## config.mk

```make
export PLATFORM = sky130hd
export DESIGN_NAME = rom_arbiter_flat
export DESIGN_NICKNAME = d
export VERILOG_FILES = /design/src/rtl/rom_arbiter_if.sv /design/src/rtl/rom_arbiter.sv /design/src/flat_wrapper.sv
export SDC_FILE = /design/constraint.sdc
export NUM_CORES = 1
export LEC_CHECK = 0
export CAP_MARGIN = 40
export CELL_PAD_IN_SITES_DETAIL_PLACEMENT = 0
export CELL_PAD_IN_SITES_GLOBAL_PLACEMENT = 1
export CORE_MARGIN = 8
export CORE_UTILIZATION = 32
export DETAILED_ROUTE_END_ITERATION = 8
export GPL_TIMING_DRIVEN = 0
export PLACE_DENSITY_LB_ADDON = 0.25
export SKIP_LAST_GASP = 1
export SLEW_MARGIN = 10
export SYNTH_ARGS = -nofsm -noshare
export SYNTH_HDL_FRONTEND = slang
export SYNTH_SLANG_ARGS = --single-unit
```

## constraint.sdc

```tcl
create_clock -name clka -period 4.96 [get_ports clka]
set_input_delay 0.992 -clock clka [delete_from_list [all_inputs] [get_ports clka]]
set_output_delay 0.992 -clock clka [all_outputs]
set_load 0.01 [all_outputs]
```

## src/rtl/rom_arbiter_if.sv

```systemverilog
// Requester-side bus of the shared ROM arbiter: read requests in, one-hot grants
// and registered responses out.
interface rom_arbiter_if #(
  parameter int unsigned N_REQ  = 4,
  parameter int unsigned MXADRB = 9,
  parameter int unsigned MXDATB = 11
);
  logic [N_REQ-1:0]        req_vld;
  logic [N_REQ*MXADRB-1:0] req_addr;
  logic [N_REQ-1:0]        req_rdy;
  logic [N_REQ-1:0]        rsp_vld;
  logic [MXDATB-1:0]       rsp_data;

  modport master (
    output req_vld,
    output req_addr,
    input  req_rdy,
    input  rsp_vld,
    input  rsp_data
  );

  modport slave (
    input  req_vld,
    input  req_addr,
    output req_rdy,
    output rsp_vld,
    output rsp_data
  );
endinterface

```

## src/rtl/rom_arbiter.sv

```systemverilog
// Round-robin arbiter sharing one fixed-latency ROM read port between N_REQ requesters,
// with a tag pipeline steering responses and a pause/drain handshake.
module rom_arbiter #(
  parameter int unsigned N_REQ   = 4,
  parameter int unsigned MXADRB  = 9,
  parameter int unsigned MXDATB  = 11,
  parameter int unsigned ROM_LAT = 2
) (
  input  logic              clka,
  input  logic              rsta_n,
  rom_arbiter_if.slave      bus,
  output logic              rom_ena,
  output logic [MXADRB-1:0] rom_addra,
  input  logic [MXDATB-1:0] rom_douta,
  input  logic              pause_req,
  output logic              paused
);
  localparam int unsigned IdxW     = (N_REQ > 1) ? $clog2(N_REQ) : 1;
  localparam int unsigned CntW     = $clog2(ROM_LAT + 3);
  localparam int unsigned TagDepth = ROM_LAT + 1;

  typedef enum logic [1:0] {StRun, StDrain, StPaused} state_e;

  state_e            state_q, state_d;
  logic [IdxW-1:0]   ptr_q, gnt_idx;
  logic              found, run_open, grant, rsp_any, paused_d, paused_q;
  logic [CntW-1:0]   cnt_q, cnt_d;
  logic [TagDepth-1:0] tag_vld_q;
  logic [IdxW-1:0]   tag_idx_q [TagDepth];
  logic              rom_ena_q;
  logic [MXADRB-1:0] rom_addra_q, gnt_addr;
  logic [N_REQ-1:0]  rsp_vld_q, rsp_vld_d;
  logic [MXDATB-1:0] rsp_data_q;
  logic [31:0]       cand;

  // Search begins one past the last granted requester
  always_comb begin
    found   = 1'b0;
    gnt_idx = '0;
    cand    = '0;
    for (int unsigned k = 1; k <= N_REQ; k++) begin
      cand = (32'(ptr_q) + k) % N_REQ;
      if (!found && bus.req_vld[cand[IdxW-1:0]]) begin
        found   = 1'b1;
        gnt_idx = cand[IdxW-1:0];
      end
    end
  end

  always_comb begin
    gnt_addr = '0;
    for (int unsigned i = 0; i < N_REQ; i++) begin
      if (gnt_idx == IdxW'(i)) gnt_addr = bus.req_addr[i*MXADRB +: MXADRB];
    end
  end

  always_comb begin
    rsp_vld_d = '0;
    for (int unsigned i = 0; i < N_REQ; i++) begin
      rsp_vld_d[i] = tag_vld_q[TagDepth-1] && (tag_idx_q[TagDepth-1] == IdxW'(i));
    end
  end

  assign rsp_any = |rsp_vld_q;

  always_comb begin
    cnt_d = cnt_q;
    if (grant && !rsp_any)      cnt_d = cnt_q + CntW'(1);
    else if (!grant && rsp_any) cnt_d = cnt_q - CntW'(1);
  end

  // FSM: state register
  always_ff @(posedge clka) begin
    if (!rsta_n) begin
      state_q  <= StRun;
      paused_q <= 1'b0;
    end else begin
      state_q  <= state_d;
      paused_q <= paused_d;
    end
  end

  // FSM: next state; DRAIN leaves once the count after this cycle's response is zero
  always_comb begin
    state_d = state_q;
    unique case (state_q)
      StRun:    if (pause_req) state_d = (cnt_q != '0) ? StDrain : StPaused;
      StDrain: begin
        if (!pause_req)         state_d = StRun;
        else if (cnt_d == '0)   state_d = StPaused;
      end
      StPaused: if (!pause_req) state_d = StRun;
      default:  state_d = StRun;
    endcase
  end

  // FSM: outputs
  always_comb begin
    run_open    = rsta_n && (state_q == StRun) && !pause_req;
    grant       = run_open && found;
    paused_d    = (state_d == StPaused);
    bus.req_rdy = '0;
    for (int unsigned i = 0; i < N_REQ; i++) begin
      bus.req_rdy[i] = grant && (gnt_idx == IdxW'(i));
    end
  end

  always_ff @(posedge clka) begin
    if (!rsta_n) begin
      ptr_q       <= IdxW'(N_REQ - 1);
      cnt_q       <= '0;
      tag_vld_q   <= '0;
      for (int unsigned i = 0; i < TagDepth; i++) tag_idx_q[i] <= '0;
      rom_ena_q   <= 1'b0;
      rom_addra_q <= '0;
      rsp_vld_q   <= '0;
      rsp_data_q  <= '0;
    end else begin
      if (grant) begin
        ptr_q       <= gnt_idx;
        rom_addra_q <= gnt_addr;
      end
      cnt_q        <= cnt_d;
      tag_vld_q[0] <= grant;
      tag_idx_q[0] <= gnt_idx;
      for (int unsigned i = 1; i < TagDepth; i++) begin
        tag_vld_q[i] <= tag_vld_q[i-1];
        tag_idx_q[i] <= tag_idx_q[i-1];
      end
      rom_ena_q    <= grant;
      rsp_vld_q    <= rsp_vld_d;
      rsp_data_q   <= rom_douta;
    end
  end

  assign rom_ena      = rom_ena_q;
  assign rom_addra    = rom_addra_q;
  assign bus.rsp_vld  = rsp_vld_q;
  assign bus.rsp_data = rsp_data_q;
  assign paused       = paused_q;
endmodule

```

## src/flat_wrapper.sv

```systemverilog
// flat-port wrapper written by rule: the top's interface ports become plain ports
module rom_arbiter_flat 
#(
  parameter int unsigned N_REQ   = 4,
  parameter int unsigned MXADRB  = 9,
  parameter int unsigned MXDATB  = 11,
  parameter int unsigned ROM_LAT = 2
)
  (clka, rsta_n, rom_ena, rom_addra, rom_douta, pause_req, paused, bus_req_vld, bus_req_addr, bus_req_rdy, bus_rsp_vld, bus_rsp_data);
  rom_arbiter_if #(.N_REQ(N_REQ), .MXADRB(MXADRB), .MXDATB(MXDATB)) bus_i ();
  input  logic clka;
  input  logic rsta_n;
  output logic rom_ena;
  output logic [MXADRB-1:0] rom_addra;
  input  logic [MXDATB-1:0] rom_douta;
  input  logic pause_req;
  output logic paused;
  input wire logic [$bits(bus_i.req_vld)-1:0] bus_req_vld;
  input wire logic [$bits(bus_i.req_addr)-1:0] bus_req_addr;
  output wire logic [$bits(bus_i.req_rdy)-1:0] bus_req_rdy;
  output wire logic [$bits(bus_i.rsp_vld)-1:0] bus_rsp_vld;
  output wire logic [$bits(bus_i.rsp_data)-1:0] bus_rsp_data;
  assign bus_i.req_vld = bus_req_vld;
  assign bus_i.req_addr = bus_req_addr;
  assign bus_req_rdy = bus_i.req_rdy;
  assign bus_rsp_vld = bus_i.rsp_vld;
  assign bus_rsp_data = bus_i.rsp_data;
  rom_arbiter #(.N_REQ(N_REQ), .MXADRB(MXADRB), .MXDATB(MXDATB), .ROM_LAT(ROM_LAT)) u_core (.clka(clka), .rsta_n(rsta_n), .bus(bus_i), .rom_ena(rom_ena), .rom_addra(rom_addra), .rom_douta(rom_douta), .pause_req(pause_req), .paused(paused));
endmodule
```

==> results.toml, run 1 <==
[yosys]
yosys_register_bits = 41
ys_types = 41
post_synth.cell_area_avg_sq_um = 9.23
dominantRegCellSynth = "dfxtp_1"
synth-warning-count = 0
synthCells = 199
synth-async-reset-ratio_pct = 0
synthesis.nets = 256
yosysSeqAreaShare_pct = 44.7
synth_area_sq_mm = 0.00184
synth_edf_count = 0

[power]
peakVddDrop_mv = 0.127
leakage_power_figure_uw = 0.00108
pwr-share-seq_pct = 46.3
power.combinational.fraction_pct = 24.5
switching_share_pct = 28.6
power.net_switching_uw = 226
power.share.clock_pct = 29.3
power_per_cell_area_mw_per_mm2 = 278
finalPower_uw = 791
p_int_uw = 565

[cts]
clk_root_buffer_cell = "clkbuf_8"
cts.htree.levels = 2
clock_sink_count = 41
clk_pin_slew_worst_paths_ns = 0.09
cts_made_buffers = 5
post-cts-setup-buffer-count = 0
cts_resized = 0
cts_hold_buffers = 0
clock_path_buffers = 2
clk_latency_ns = 0.30
clock_tree_from_tritoncts = "built"

[place]
port_buffers = 82
gpl.final_weighted_congestion = 0.766
place.detailed.hpwl_mm = 3.92
dpl_worst_slack_ns = 0.789

[hold_path]
worstHoldEndpoint = "u_core.tag_idx_q[0][5]"
hold-path-cell-count = 1
worstHoldStart = "u_core.tag_idx_q[0][3]"
holdCritPathClass = "reg -> reg"

[timing]
grt_setup_unrepaired = "false"
setup_violations = 0
timing.fmax_mhz = 240
final_max_slew_viol_count = 0
setup_total_negative_slack_ns = 0
hold_slack_ns = 0.436
timing.max_slew.rel_slack_pct = 46.7
worst_setup_slack_final_ns = 0.798
max_slew.worst_pin.slew_ns = 0.792
clock-skew-final_ns = 0.00725
final_period_minus_worst_setup_slack_ns = 4.16
finalCritPeriodShare_pct = 83.9
finalHoldViolations = 0

[worst_setup_path]
crit_chain = "clkdlybuf4s50_1 > nor4b_2 > nand2_4 > inv_4 > buf_2 > nand2_1 > nor2_1 > clkdlybuf4s50_1"
critical_path_required_ns = 3.97
path_max_fanout = 10
worst-r2r-cell-count = 7
path_common_cell = "clkdlybuf4s50_1"
critical_path.reg2reg.endpoint = "u_core.rom_addra[1]"
start_kind = "input pin"
cpMaxStageDelayCell = "clkdlybuf4s50_1"
critical_path.max_stage_delay_ns = 0.55
setup.reg_to_reg.worst_slack_ns = 2.96
worst-setup-path-type = "in -> out"
critical_path_arrival_ns = 3.17
critical_path.reg2reg.startpoint = "u_core.state_q[1]"
end_kind = "output port"

[die]
core-area_sq_mm = 0.00554
floorplan.initialDensity_pct = 33.2
floorplan.rows = 27
fp.dieW_um = 91.8
io_pins = 84
chipHeight_um = 91.8
dieArea_sq_mm = 0.00842

[grt]
antenna_violations_before_repair = 0
via_count_of_the_first_global_routing_pass = 1832
largest_net_degree_at_the_start_of_global_routing = 16
grt_overflow = 0
grt_pass1_wl_mm = 8.38
track_usage_pct = 12.1

[drt]
routed-via-count = 1732
antenna_violating_nets_post_route = 0
via_per_inst = 4.80
first_pass_iters = 6
wl_per_cell_um = 13.8
route.detailed.drc = 0
initialDrtViolationCount = 34
routed_wl_mm = 4.97

[layout]
filler_cell_count = 539
layout-area-overhead-vs-synth_pct = 54.7
seq_area_sq_um = 821
multi_input_area_sq_um = 907
finalCoreUtilization_pct = 51.3
num_antenna_cells = 0
finish.net_count = 345
post_route_cells_drive_above_1_share_pct = 7.61

[status]
status = "completed"

[run]
maxcap_violations = 0
[power by group through the flow]
stage | Combinational, uW | Sequential (uW) | Clock (uW)
6_report | 194 | 366 | 231
5_1_grt | 213 | 369 | 256
4_1_cts | 197 | 366 | 239
3_5_place_dp | 196 | 374 | 0
3_3_place_gp | 195 | 374 | 0
2_1_floorplan | 90.2 | 380 | 0
[synth_stat cells (3+ instances only)]
| cell type | n | area share [%] |
|---|---|---|
| nor2b_1 | 3 | 1.0 |
| buf_2 | 4 | 1.1 |
| o21ai_0 | 6 | 1.6 |
| o211ai_1 | 5 | 2.0 |
| a31oi_1 | 3 | 1.0 |
| and2_1 | 21 | 7.2 |
| ha_1 | 3 | 2.0 |
| nand2b_1 | 4 | 1.4 |
| inv_1 | 14 | 2.9 |
| mux2i_1 | 8 | 4.4 |
| xnor2_1 | 3 | 1.4 |
| or3_1 | 3 | 1.0 |
| a211oi_1 | 12 | 4.9 |
| nor2_1 | 8 | 1.6 |
| clkbuf_1 | 4 | 0.82 |
| mux2_2 | 3 | 1.8 |
| dfxtp_1 | 41 | 45 |
| nand2_1 | 8 | 1.6 |
| nand3_1 | 12 | 3.3 |
| o22ai_1 | 3 | 1.0 |
[cell families (layout without fill, tap and decap cells)]
logic type               count (synthesis)  in the layout  synth area share, %
adder cells (fa/ha/maj)                  3              3                 2.04
AO/OA/AOI/OAI                           43             43                 16.5
XOR/XNOR                                 3              3                 1.43
buffers and inverters                   25            115                 5.93
flip-flops                              41             41                 44.7
AND/OR/NAND/NOR                         73             73                 23.2
multiplexers                            11             11                 6.20
[critical path, delay by kind of cell]
| family | cells | cell delay [ns] |
|---|---|---|
| buffers and inverters | 4 | 1.31 |
| and+or+nand+nor | 4 | 0.86 |
[stage by stage]
step	cell area [sq um]	cells
3_3_place_gp	2750	353
4_1_cts	2840	361
5_1_grt	2840	361
3_5_place_dp	2750	353
2_1_floorplan	1840	199
6_report	2840	361
[flip-flops by register name, summed over array words and instances (netlist names)]
name and cells:
u_core.bus.rsp_vld 4, u_core.paused 1, u_core.cnt_q 3, u_core.state_q 2
u_core.bus.rsp_data 11, u_core.ptr_q 2, u_core.tag_vld_q 3, u_core.tag_idx_q 6
u_core.rom_addra 9
[worst max path at each step]
stage	from	to	slack, ns
after detailed placement	bus_req_vld[3]	bus_req_rdy[2]	0.79
after CTS	pause_req	bus_req_rdy[2]	0.76
after global routing	bus_req_vld[3]	bus_req_rdy[3]	0.59
after floorplan	rsta_n	bus_req_rdy[2]	1.78
after global placement	pause_req	bus_req_rdy[3]	0.77
final	pause_req	bus_req_rdy[2]	0.80
[area by class of cell]
class | count | area share [%]
multi-input cells | 133 | 31.9
flip-flops and latches | 41 | 28.9
repair buffers | 82 | 28.9
well taps | 72 | 3.17
clock buffers | 5 | 2.42
inverters | 15 | 2.07
plain buffers | 10 | 1.76
clock inverters | 3 | 0.881
[cells in the final DEF, fill, tap and decap left out, drive strengths merged, types with 5 or more instances in the layout]
cell / netlist / final
o211ai: 5 / 5
nand2: 9 / 9
clkbuf: 4 / 9
inv: 15 / 17
nand3: 12 / 12
mux2i: 8 / 8
o21ai: 9 / 9
clkdlybuf4s50: 0 / 82
dfxtp: 41 / 41
buf: 6 / 6
a211oi: 12 / 12
nor2: 8 / 8
and2: 21 / 21
[layer usage]
| layer | routed length (um) | GRT usage, % | part of all wire, % |
|---|---|---|---|
| met1 | 2170 | 13.5 | 44 |
| met4 | 57 | 3.89 | 1.1 |
| met5 | 0 | 0 | 0 |
| met3 | 399 | 5.70 | 8.0 |
| met2 | 2340 | 19.9 | 47 |
No activity file was read; power rests on OpenSTA's default activity.
==> run 2, diff against run 1 <==
--- a/config.mk
+++ b/config.mk
@@ -9,7 +9,7 @@
 export CELL_PAD_IN_SITES_DETAIL_PLACEMENT = 0
 export CELL_PAD_IN_SITES_GLOBAL_PLACEMENT = 1
 export CORE_MARGIN = 8
-export CORE_UTILIZATION = 32
+export CORE_UTILIZATION = 27
 export DETAILED_ROUTE_END_ITERATION = 8
 export GPL_TIMING_DRIVEN = 0
 export PLACE_DENSITY_LB_ADDON = 0.25
==> constraint.sdc (replaced) <==
create_clock -name clka -period 3.6 [get_ports clka]
set_input_delay 0.72 -clock clka [delete_from_list [all_inputs] [get_ports clka]]
set_output_delay 0.72 -clock clka [all_outputs]
set_load 0.01 [all_outputs]
==> results.toml, run 2 (same netlist as run 1, synthesis figures left out) <==
[status]
status = "completed"

[die]
io_pins = 84
chipHeight_um = 98.5
core-area_sq_mm = 0.00668
floorplan.rows = 30
fp.dieW_um = 98.5
dieArea_sq_mm = 0.00970
floorplan.initialDensity_pct = 27.5

[timing]
finalCritPeriodShare_pct = 96.6
timing.max_slew.rel_slack_pct = 40.4
worst_setup_slack_final_ns = 0.123
hold_slack_ns = 0.436
timing.fmax_mhz = 288
final_max_slew_viol_count = 0
clock-skew-final_ns = 0.00721
final_period_minus_worst_setup_slack_ns = 3.48
setup_violations = 0
max_slew.worst_pin.slew_ns = 0.885
finalHoldViolations = 0

[grt]
grt_overflow = 0
track_usage_pct = 11.0
grt_pass1_wl_mm = 8.69
via_count_of_the_first_global_routing_pass = 1873
largest_net_degree_at_the_start_of_global_routing = 15
antenna_violations_before_repair = 0

[worst_setup_path]
setup.reg_to_reg.worst_slack_ns = 1.56
critical_path.reg2reg.endpoint = "u_core.paused"
start_kind = "input pin"
end_kind = "output port"
critical_path_required_ns = 2.88
path_max_fanout = 10
timing.critical_path.to = "bus_req_rdy[0]"
critical_path.reg2reg.startpoint = "u_core.bus.rsp_vld[1]"
setup.worst_path.start = "bus_req_vld[1]"
worst-r2r-cell-count = 5
critical_path_arrival_ns = 2.76
worst-setup-path-type = "in -> out"

[cts]
cts_made_buffers = 5
cts.htree.levels = 2
clock_sink_count = 41
clock_tree_from_tritoncts = "built"
clk_latency_ns = 0.29
cts_hold_buffers = 0
clk_pin_slew_worst_paths_ns = 0.09
post-cts-setup-buffer-count = 0
clock_path_buffers = 2
clk_root_buffer_cell = "clkbuf_8"

[power]
power_per_cell_area_mw_per_mm2 = 395
peakVddDrop_mv = 0.145
leakage_power_figure_uw = 0.00115

[layout]
mostFrequentLayoutCell = "clkdlybuf4s50_1"
finish.net_count = 345
most-common-layout-cells = "79 x clkdlybuf4s50_1, 41 x dfxtp_1, 21 x and2_1, 14 x inv_1"
num_antenna_cells = 0
post_route_cells_drive_above_1_share_pct = 10.0
flip_flop_count_of_the_largest_register_after_layout = 11
layout-area-overhead-vs-synth_pct = 59.5
filler_cell_count = 677

[place]
gpl.final_weighted_congestion = 0.737
place.detailed.hpwl_mm = 4.07
dpl_worst_slack_ns = -0.164
port_buffers = 82

[drt]
initialDrtViolationCount = 43
route.detailed.drc = 0
routed-via-count = 1709
first_pass_iters = 4
wl_per_cell_um = 14.1
via_per_inst = 4.63
antenna_violating_nets_post_route = 0
routed_wl_mm = 5.20

[hold_path]
holdCritPathClass = "reg -> reg"

[run]
maxcap_violations = 0
-- run 2: worst min path at each step --
stage,startpoint,end,cells after the start
after floorplan,u_core.tag_idx_q[0][0],u_core.tag_idx_q[0][2],1
after global placement,u_core.tag_idx_q[0][1],u_core.tag_idx_q[0][3],1
after detailed placement,u_core.tag_idx_q[0][0],u_core.tag_idx_q[0][2],1
after CTS,u_core.tag_idx_q[0][1],u_core.tag_idx_q[0][3],1
after global routing,u_core.tag_vld_q[1],u_core.tag_vld_q[2],1
final,u_core.tag_idx_q[0][1],u_core.tag_idx_q[0][3],1
-- run 2: routing by layer --
| layer | vias up | share of wire, % | GRT usage, % | routed length (um) |
|---|---|---|---|---|
| li1 | 887 | - | - | - |
| met2 | 57 | 46 | 17.5 | 2390 |
| met4 | 0 | 1.5 | 3.66 | 77 |
| met5 | - | 0 | 0 | 0 |
| met3 | 8 | 8.3 | 5.29 | 429 |
| met1 | 757 | 44 | 12.6 | 2300 |
-- run 2: metrics by stage --
stage / instances / utilization, % / power, uW / TNS, ns / instance area (sq um)
2_1_floorplan: 199 / - / 648 / 0 / 1840
3_3_place_gp: 361 / 41.3 / 786 / -0.392 / 2760
3_5_place_dp: 361 / 41.3 / 789 / -0.480 / 2760
4_1_cts: 369 / 43.3 / 1170 / 0 / 2890
5_1_grt: 369 / 43.9 / 1220 / -0.00480 / 2930
6_report: 369 / 43.9 / 1160 / 0 / 2930
-- run 2: cell type report --
cell class,instances,area (sq um),area share [%]
Clock buffer,5,68.8,2.35
Tap cell,80,100,3.42
Multi-Input combinational cell,133,957,32.7
Buffer,10,50.0,1.71
Timing Repair Buffer,82,828,28.3
Sequential cell,41,821,28.0
Clock inverter,3,46.3,1.58
Inverter,15,58.8,2.01
-- run 2: critical path, stage by stage --
cell             delay, ns
clkdlybuf4s50_1       0.47
mux2i_2               0.23
o22ai_4               0.14
a21o_1                0.17
buf_4                 0.17
buf_4                 0.19
nor2_1                0.11
clkdlybuf4s50_1       0.55
-- run 2: what timing repair did --
item | 4_1_cts | 5_1_grt
hold endpoints to repair | 0 | 0
endpoints found under the setup margin | 4 | 4
resized for setup | 3 | 9
pin swaps | 0 | 0
-- run 2: where the power goes --
| part | internal (uW) | switching (uW) | leakage (uW) |
|---|---|---|---|
| clock network | 207 | 165 | 0.0000543 |
| logic | 156 | 123 | 0.000753 |
| registers | 487 | 20.1 | 0.000337 |
| total | 850 | 308 | 0.00115 |
